<file path="src/rtl/transpose_pingpong_buf.sv">
// Double-buffered transpose buffer: loads a whole DEPTH-entry array in one cycle
// into the idle bank while the other bank drains one entry per cycle, forward or reversed.
module transpose_pingpong_buf #(
    parameter int DEPTH = 8,
    parameter int BITS  = 64,
    parameter int IDXW  = $clog2(DEPTH)
) (
    input  logic            clk,
    input  logic            rst_n,
    input  logic            flush,
    input  logic            load_valid,
    output logic            load_ready,
    input  logic [BITS-1:0] load_data [DEPTH],
    input  logic            load_rev,
    output logic            out_valid,
    input  logic            out_ready,
    output logic [BITS-1:0] out_data,
    output logic [IDXW-1:0] out_idx,
    output logic            out_last,
    output logic [1:0]      count
);

    generate
        if (DEPTH < 2) begin : g_bad_depth
            $error("transpose_pingpong_buf: DEPTH must be >= 2");
        end
    endgenerate

    localparam logic [IDXW-1:0] LAST_IDX = IDXW'(DEPTH - 1);

    logic [BITS-1:0] bank_data [2][DEPTH];
    logic [1:0]      full;
    logic [1:0]      rev;
    logic            wr_sel;
    logic            rd_sel;
    logic [IDXW-1:0] rd_cnt;

    logic            load_fire;
    logic            beat;
    logic            last_beat;

    // Handshakes depend on registered state only, so load_ready never sees out_ready.
    assign load_ready = !full[wr_sel];
    assign load_fire  = load_valid && load_ready;

    assign out_valid  = full[rd_sel];
    assign out_idx    = rev[rd_sel] ? (LAST_IDX - rd_cnt) : rd_cnt;
    assign out_data   = out_valid ? bank_data[rd_sel][out_idx] : '0;
    assign out_last   = out_valid && (rd_cnt == LAST_IDX);

    assign beat       = out_valid && out_ready;
    assign last_beat  = beat && out_last;

    // Bank contents carry no reset; full flags keep stale data off out_data.
    always_ff @(posedge clk) begin
        if (load_fire && !flush) begin
            for (int i = 0; i < DEPTH; i++) begin
                bank_data[wr_sel][i] <= load_data[i];
            end
        end
    end

    // A load and a drain never target the same bank: loads need an empty bank, drains a full one.
    always_ff @(posedge clk or negedge rst_n) begin
        if (!rst_n) begin
            full   <= '0;
            rev    <= '0;
            wr_sel <= 1'b0;
            rd_sel <= 1'b0;
            rd_cnt <= '0;
            count  <= '0;
        end else if (flush) begin
            full   <= '0;
            rev    <= '0;
            wr_sel <= 1'b0;
            rd_sel <= 1'b0;
            rd_cnt <= '0;
            count  <= '0;
        end else begin
            if (load_fire) begin
                full[wr_sel] <= 1'b1;
                rev[wr_sel]  <= load_rev;
                wr_sel       <= ~wr_sel;
            end
            if (beat) begin
                if (out_last) begin
                    rd_cnt       <= '0;
                    full[rd_sel] <= 1'b0;
                    rd_sel       <= ~rd_sel;
                end else begin
                    rd_cnt <= rd_cnt + IDXW'(1);
                end
            end
            case ({load_fire, last_beat})
                2'b10:   count <= count + 2'd1;
                2'b01:   count <= count - 2'd1;
                default: count <= count;
            endcase
        end
    end

endmodule
</file>
<file path="config.mk">
export PLATFORM = sky130hd
export DESIGN_NAME = transpose_pingpong_buf
export DESIGN_NICKNAME = d
export VERILOG_FILES = /design/src/rtl/transpose_pingpong_buf.sv
export SDC_FILE = /design/constraint.sdc
export NUM_CORES = 1
export LEC_CHECK = 0
export ABC_AREA = 1
export BUFFER_PORTS_ARGS = -buffer_cell sky130_fd_sc_hd__buf_2
export CORE_UTILIZATION = 30
export CTS_CLUSTER_SIZE = 24
export DETAILED_ROUTE_END_ITERATION = 7
export PLACE_DENSITY_LB_ADDON = 0.2
export SLEW_MARGIN = 20
export SYNTH_ARGS = -nofsm -noshare
export SYNTH_HDL_FRONTEND = slang
export SYNTH_SLANG_ARGS = --single-unit
</file>
<file path="constraint.sdc">
create_clock -name clk -period 24.5 [get_ports clk]
set_clock_uncertainty 0.1 [all_clocks]
set_input_delay 4.9 -clock clk [delete_from_list [all_inputs] [get_ports clk]]
set_output_delay 4.9 -clock clk [all_outputs]
set_load 0.1 [all_outputs]
</file>
==> run_summary.xml <==
<?xml version="1.0" encoding="UTF-8"?>
<metrics>
  <group name="status">
    <metric name="outcome" unit="">finished clean</metric>
  </group>
  <group name="logic_synthesis">
    <metric name="synth_top_family_by_area" unit="">simple AND/OR/NAND/NOR gates</metric>
    <metric name="synth_simple_gate_area_share" unit="%">21.5</metric>
    <metric name="syn_nets" unit="">4317</metric>
    <metric name="post_synth_instance_area" unit="µm²">43000</metric>
    <metric name="ys_async_sr_fraction" unit="%">1.06</metric>
    <metric name="synth_edf_count" unit="">1024</metric>
    <metric name="synthFlopType" unit="">sky130_fd_sc_hd__edfxtp_1</metric>
    <metric name="avgSynthCellArea" unit="µm²">11.3</metric>
    <metric name="yosys.area_share.adder" unit="%">0.0582</metric>
    <metric name="yosys_warnings" unit="">0</metric>
    <metric name="ffs_latches_synth" unit="">1035</metric>
    <metric name="synthMuxAreaShare" unit="%">1.40</metric>
    <metric name="synth_compound_gate_area_share" unit="%">2.31</metric>
    <metric name="netlist-cell-type-count" unit="">23</metric>
    <metric name="post_synth_inst_count" unit="">3797</metric>
    <metric name="synth_xor_xnor_area_share" unit="%">0.0786</metric>
    <metric name="synth_seq_area_share" unit="%">72.2</metric>
  </group>
  <group name="global_route">
    <metric name="grt_overflow" unit="">0</metric>
    <metric name="vias_in_the_first_global_route" unit="">28169</metric>
    <metric name="largest_net_degree_at_the_start_of_global_routing" unit="">166</metric>
    <metric name="met2_capacity_usage_during_global_routing" unit="%">32.9</metric>
    <metric name="antenna_found_initial" unit="">96</metric>
    <metric name="global_route.peak_usage_layer" unit="">met2</metric>
    <metric name="met1_track_usage_gr" unit="%">21.8</metric>
    <metric name="grt_first_pass_wirelength" unit="µm">197000</metric>
    <metric name="grtUsageMet3" unit="%">5.66</metric>
    <metric name="grt_use_total" unit="%">18.7</metric>
  </group>
  <group name="floorplanning">
    <metric name="floorplan.io_pins" unit="">590</metric>
    <metric name="fp.dieH" unit="µm">381</metric>
    <metric name="std_cell_rows" unit="">138</metric>
    <metric name="floorplan.initialDensity" unit="%">30.3</metric>
    <metric name="die-area" unit="µm²">145000</metric>
    <metric name="core_region_area" unit="µm²">142000</metric>
    <metric name="die_x" unit="µm">381</metric>
  </group>
  <group name="worst_setup_path">
    <metric name="timing.critical_path.arrival" unit="ps">6260</metric>
    <metric name="critical_path_required" unit="ps">19500</metric>
    <metric name="timing.critical_path.to_type" unit="">primary output</metric>
    <metric name="critPathKind" unit="">register to primary output</metric>
    <metric name="start_kind" unit="">register</metric>
    <metric name="critPathTopFamily" unit="">buffers and inverters</metric>
    <metric name="critical_path.slowest_cell" unit="">sky130_fd_sc_hd__dfrtp_4</metric>
    <metric name="cp_cell_sequence" unit="">buf_4 &gt; buf_4 &gt; buf_4 &gt; buf_4 &gt; or2_2 &gt; o21ai_0 &gt; nand2_1 &gt; o21ai_1 &gt; nor2_1 &gt; nor2_1 &gt; nor2_1 &gt; buf_2</metric>
    <metric name="critical-path-top-cell-by-count" unit="">sky130_fd_sc_hd__buf_4</metric>
    <metric name="timing.critical_path.buf_inv" unit="">5</metric>
    <metric name="critPathMaxStageDelay" unit="ps">860</metric>
    <metric name="crit_fanout" unit="">73</metric>
  </group>
  <group name="clock_tree">
    <metric name="cts_repair_resize_count" unit="">0</metric>
    <metric name="cts_hold_repair.buffers" unit="">0</metric>
    <metric name="worst_skew_pair.late_latency" unit="ps">720</metric>
    <metric name="cts_tree" unit="">built</metric>
    <metric name="cts_setup_buffers" unit="">0</metric>
    <metric name="cts_buffers" unit="">115</metric>
    <metric name="root_buffer" unit="">sky130_fd_sc_hd__clkbuf_16</metric>
    <metric name="clkTransAtPathRegs" unit="ps">60</metric>
    <metric name="cts_max_path_buffers" unit="">3</metric>
    <metric name="num_clock_sinks" unit="">1035</metric>
    <metric name="max_h_tree_level" unit="">3</metric>
  </group>
  <group name="timing">
    <metric name="fmax" unit="MHz">88.8</metric>
    <metric name="final_number_of_setup_violating_endpoints" unit="">0</metric>
    <metric name="final-hold-violation-count" unit="">0</metric>
    <metric name="slew_viol_final" unit="">0</metric>
    <metric name="layout_setup_ws" unit="ps">13240</metric>
    <metric name="maxSlewHeadroom" unit="%">26.7</metric>
    <metric name="final.setup.tns" unit="ps">0</metric>
    <metric name="rsz0062_at_grt" unit="">no</metric>
    <metric name="final.min_clock_period" unit="ps">11260</metric>
    <metric name="period_utilization" unit="%">46.0</metric>
    <metric name="pin_slew_with_the_least_headroom_to_its_limit" unit="ps">1100</metric>
  </group>
  <group name="finish">
    <metric name="filler_cell_count" unit="">14126</metric>
    <metric name="drive_gt1_share" unit="%">20.7</metric>
    <metric name="number_of_nets_at_the_end_of_the_flow" unit="">4830</metric>
    <metric name="synthToLayoutAreaGrowth" unit="%">19.3</metric>
    <metric name="final_cell_area" unit="µm²">51300</metric>
  </group>
  <group name="power_and_ir_drop">
    <metric name="leakagePower" unit="nW">20.0</metric>
    <metric name="pwr_density_cell" unit="nW/µm²">82.3</metric>
    <metric name="post-layout-total-power" unit="mW">4.22</metric>
    <metric name="worst_voltage_drop_across_the_vdd_grid" unit="mV">0.0608</metric>
  </group>
  <group name="job">
    <metric name="timing.max_cap.violations" unit="">0</metric>
  </group>
  <group name="placed_design">
    <metric name="globalplace.congestion" unit="">0.786</metric>
    <metric name="dpl.hpwl" unit="µm">87100</metric>
    <metric name="dp_slack" unit="ps">13940</metric>
    <metric name="placed_cell_area" unit="µm²">47800</metric>
    <metric name="io_buffer_count" unit="">589</metric>
  </group>
  <group name="routing">
    <metric name="drcViolationCount" unit="">0</metric>
    <metric name="route.final.wire_length" unit="µm">138000</metric>
    <metric name="routed_wire_length_per_instance" unit="µm">21.8</metric>
    <metric name="post_drt_via_cell_ratio" unit="">4.64</metric>
    <metric name="ant_nets" unit="">0</metric>
    <metric name="dr.first_iter.drc_count" unit="">1794</metric>
    <metric name="detailroute.via_count" unit="">29301</metric>
    <metric name="dr.pass1.iters" unit="">5</metric>
  </group>
  <group name="hold_path">
    <metric name="min_path_type" unit="">register to register</metric>
  </group>
</metrics>
## state kept, by name, summed over array words and instances (netlist names)
name / flops
full: 2
rd_sel: 1
rd_cnt: 3
wr_sel: 1
count: 2
bank_data: 1024
rev: 2
## cell usage in the layout, fill, tap and decap left out, drive strengths merged, types with 20 or more instances in the layout
cell       n
edfxtp  1024
inv       20
diode     22
clkbuf   140
clkinv    61
nand3    401
or2      120
buf      627
mux2i     60
o21ai    190
nand2   1134
nor2     596
## synthesized netlist by cell type (11+ instances only)
cell / count / share of area [%]
sky130_fd_sc_hd__dfrtp_1: 11 / 0.64
sky130_fd_sc_hd__o21ai_0: 151 / 1.8
sky130_fd_sc_hd__buf_2: 93 / 1.1
sky130_fd_sc_hd__edfxtp_1: 1024 / 72
sky130_fd_sc_hd__or2_2: 120 / 1.7
sky130_fd_sc_hd__inv_1: 13 / 0.11
sky130_fd_sc_hd__buf_1: 20 / 0.17
sky130_fd_sc_hd__mux2i_1: 60 / 1.4
sky130_fd_sc_hd__o21ai_1: 39 / 0.45
sky130_fd_sc_hd__nor2_1: 596 / 5.2
sky130_fd_sc_hd__clkbuf_1: 114 / 1.0
sky130_fd_sc_hd__nand2_1: 1134 / 9.9
sky130_fd_sc_hd__nand3_1: 401 / 4.7
## worst register-to-register path, delay by kind of cell (launching register included)
kind	cells	cell delay, ps
simple gates	2	350
buf+inv	6	3570
flops	1	420
compound gates	1	190
## stage by stage
stage          utilization (%)  instances  hold slack (ps)
2_1_floorplan                -       3797              428
3_3_place_gp              33.7       6083              438
3_5_place_dp              33.7       6083              442
4_1_cts                   36.1       6295              455
5_1_grt                   36.1       6303              474
6_report                  36.1       6317              457
## final timing paths
path	depth (start not counted)	slack, ps	start	to
setup / recovery	12	13240	rd_sel	out_data[1]
hold / removal	2	460	count[1]	count[1]
setup reg to reg	9	19340	wr_sel	bank_data[0][462]
hold reg to reg	2	460	count[1]	count[1]
max in group asynchronous	1	20110	rst_n	rd_sel
min in group asynchronous	1	3950	rst_n	count[1]
## power by group
group	leakage, nW	total (mW)	switching (mW)	internal, mW
clock	1.68	1.60	0.699	0.899
sequential	9.48	2.06	0.0160	2.04
combinational	8.79	0.564	0.434	0.129
## cell families (layout without fill, tap and decap cells)
family,after synthesis,in the layout
compound gates,198,198
xor+xnor,3,3
fa+ha+maj,2,2
buf+inv,247,855
flops,1035,1035
mux,60,60
other cells,0,22
simple gates,2252,2252
## routing by layer
metal	vias to the layer above	share of wire, %	routed length [µm]
met3	285	7.2	9890
li1	14044	-	-
met1	14137	39	54100
met5	-	0.42	578
met4	92	2.3	3180
met2	743	51	70100
## final cells by class
cell class | instances | area [µm²] | share of cell area (%)
Inverter | 16 | 76.3 | 0.149
Clock inverter | 72 | 477 | 0.929
Timing Repair Buffer | 627 | 3310 | 6.45
Antenna cell | 22 | 55.1 | 0.107
Multi-Input combinational cell | 2515 | 11000 | 21.5
Clock buffer | 140 | 2970 | 5.79
Sequential cell | 1035 | 31000 | 60.5
Tap cell | 1890 | 2360 | 4.61
No activity file was read; power rests on OpenSTA's default activity.
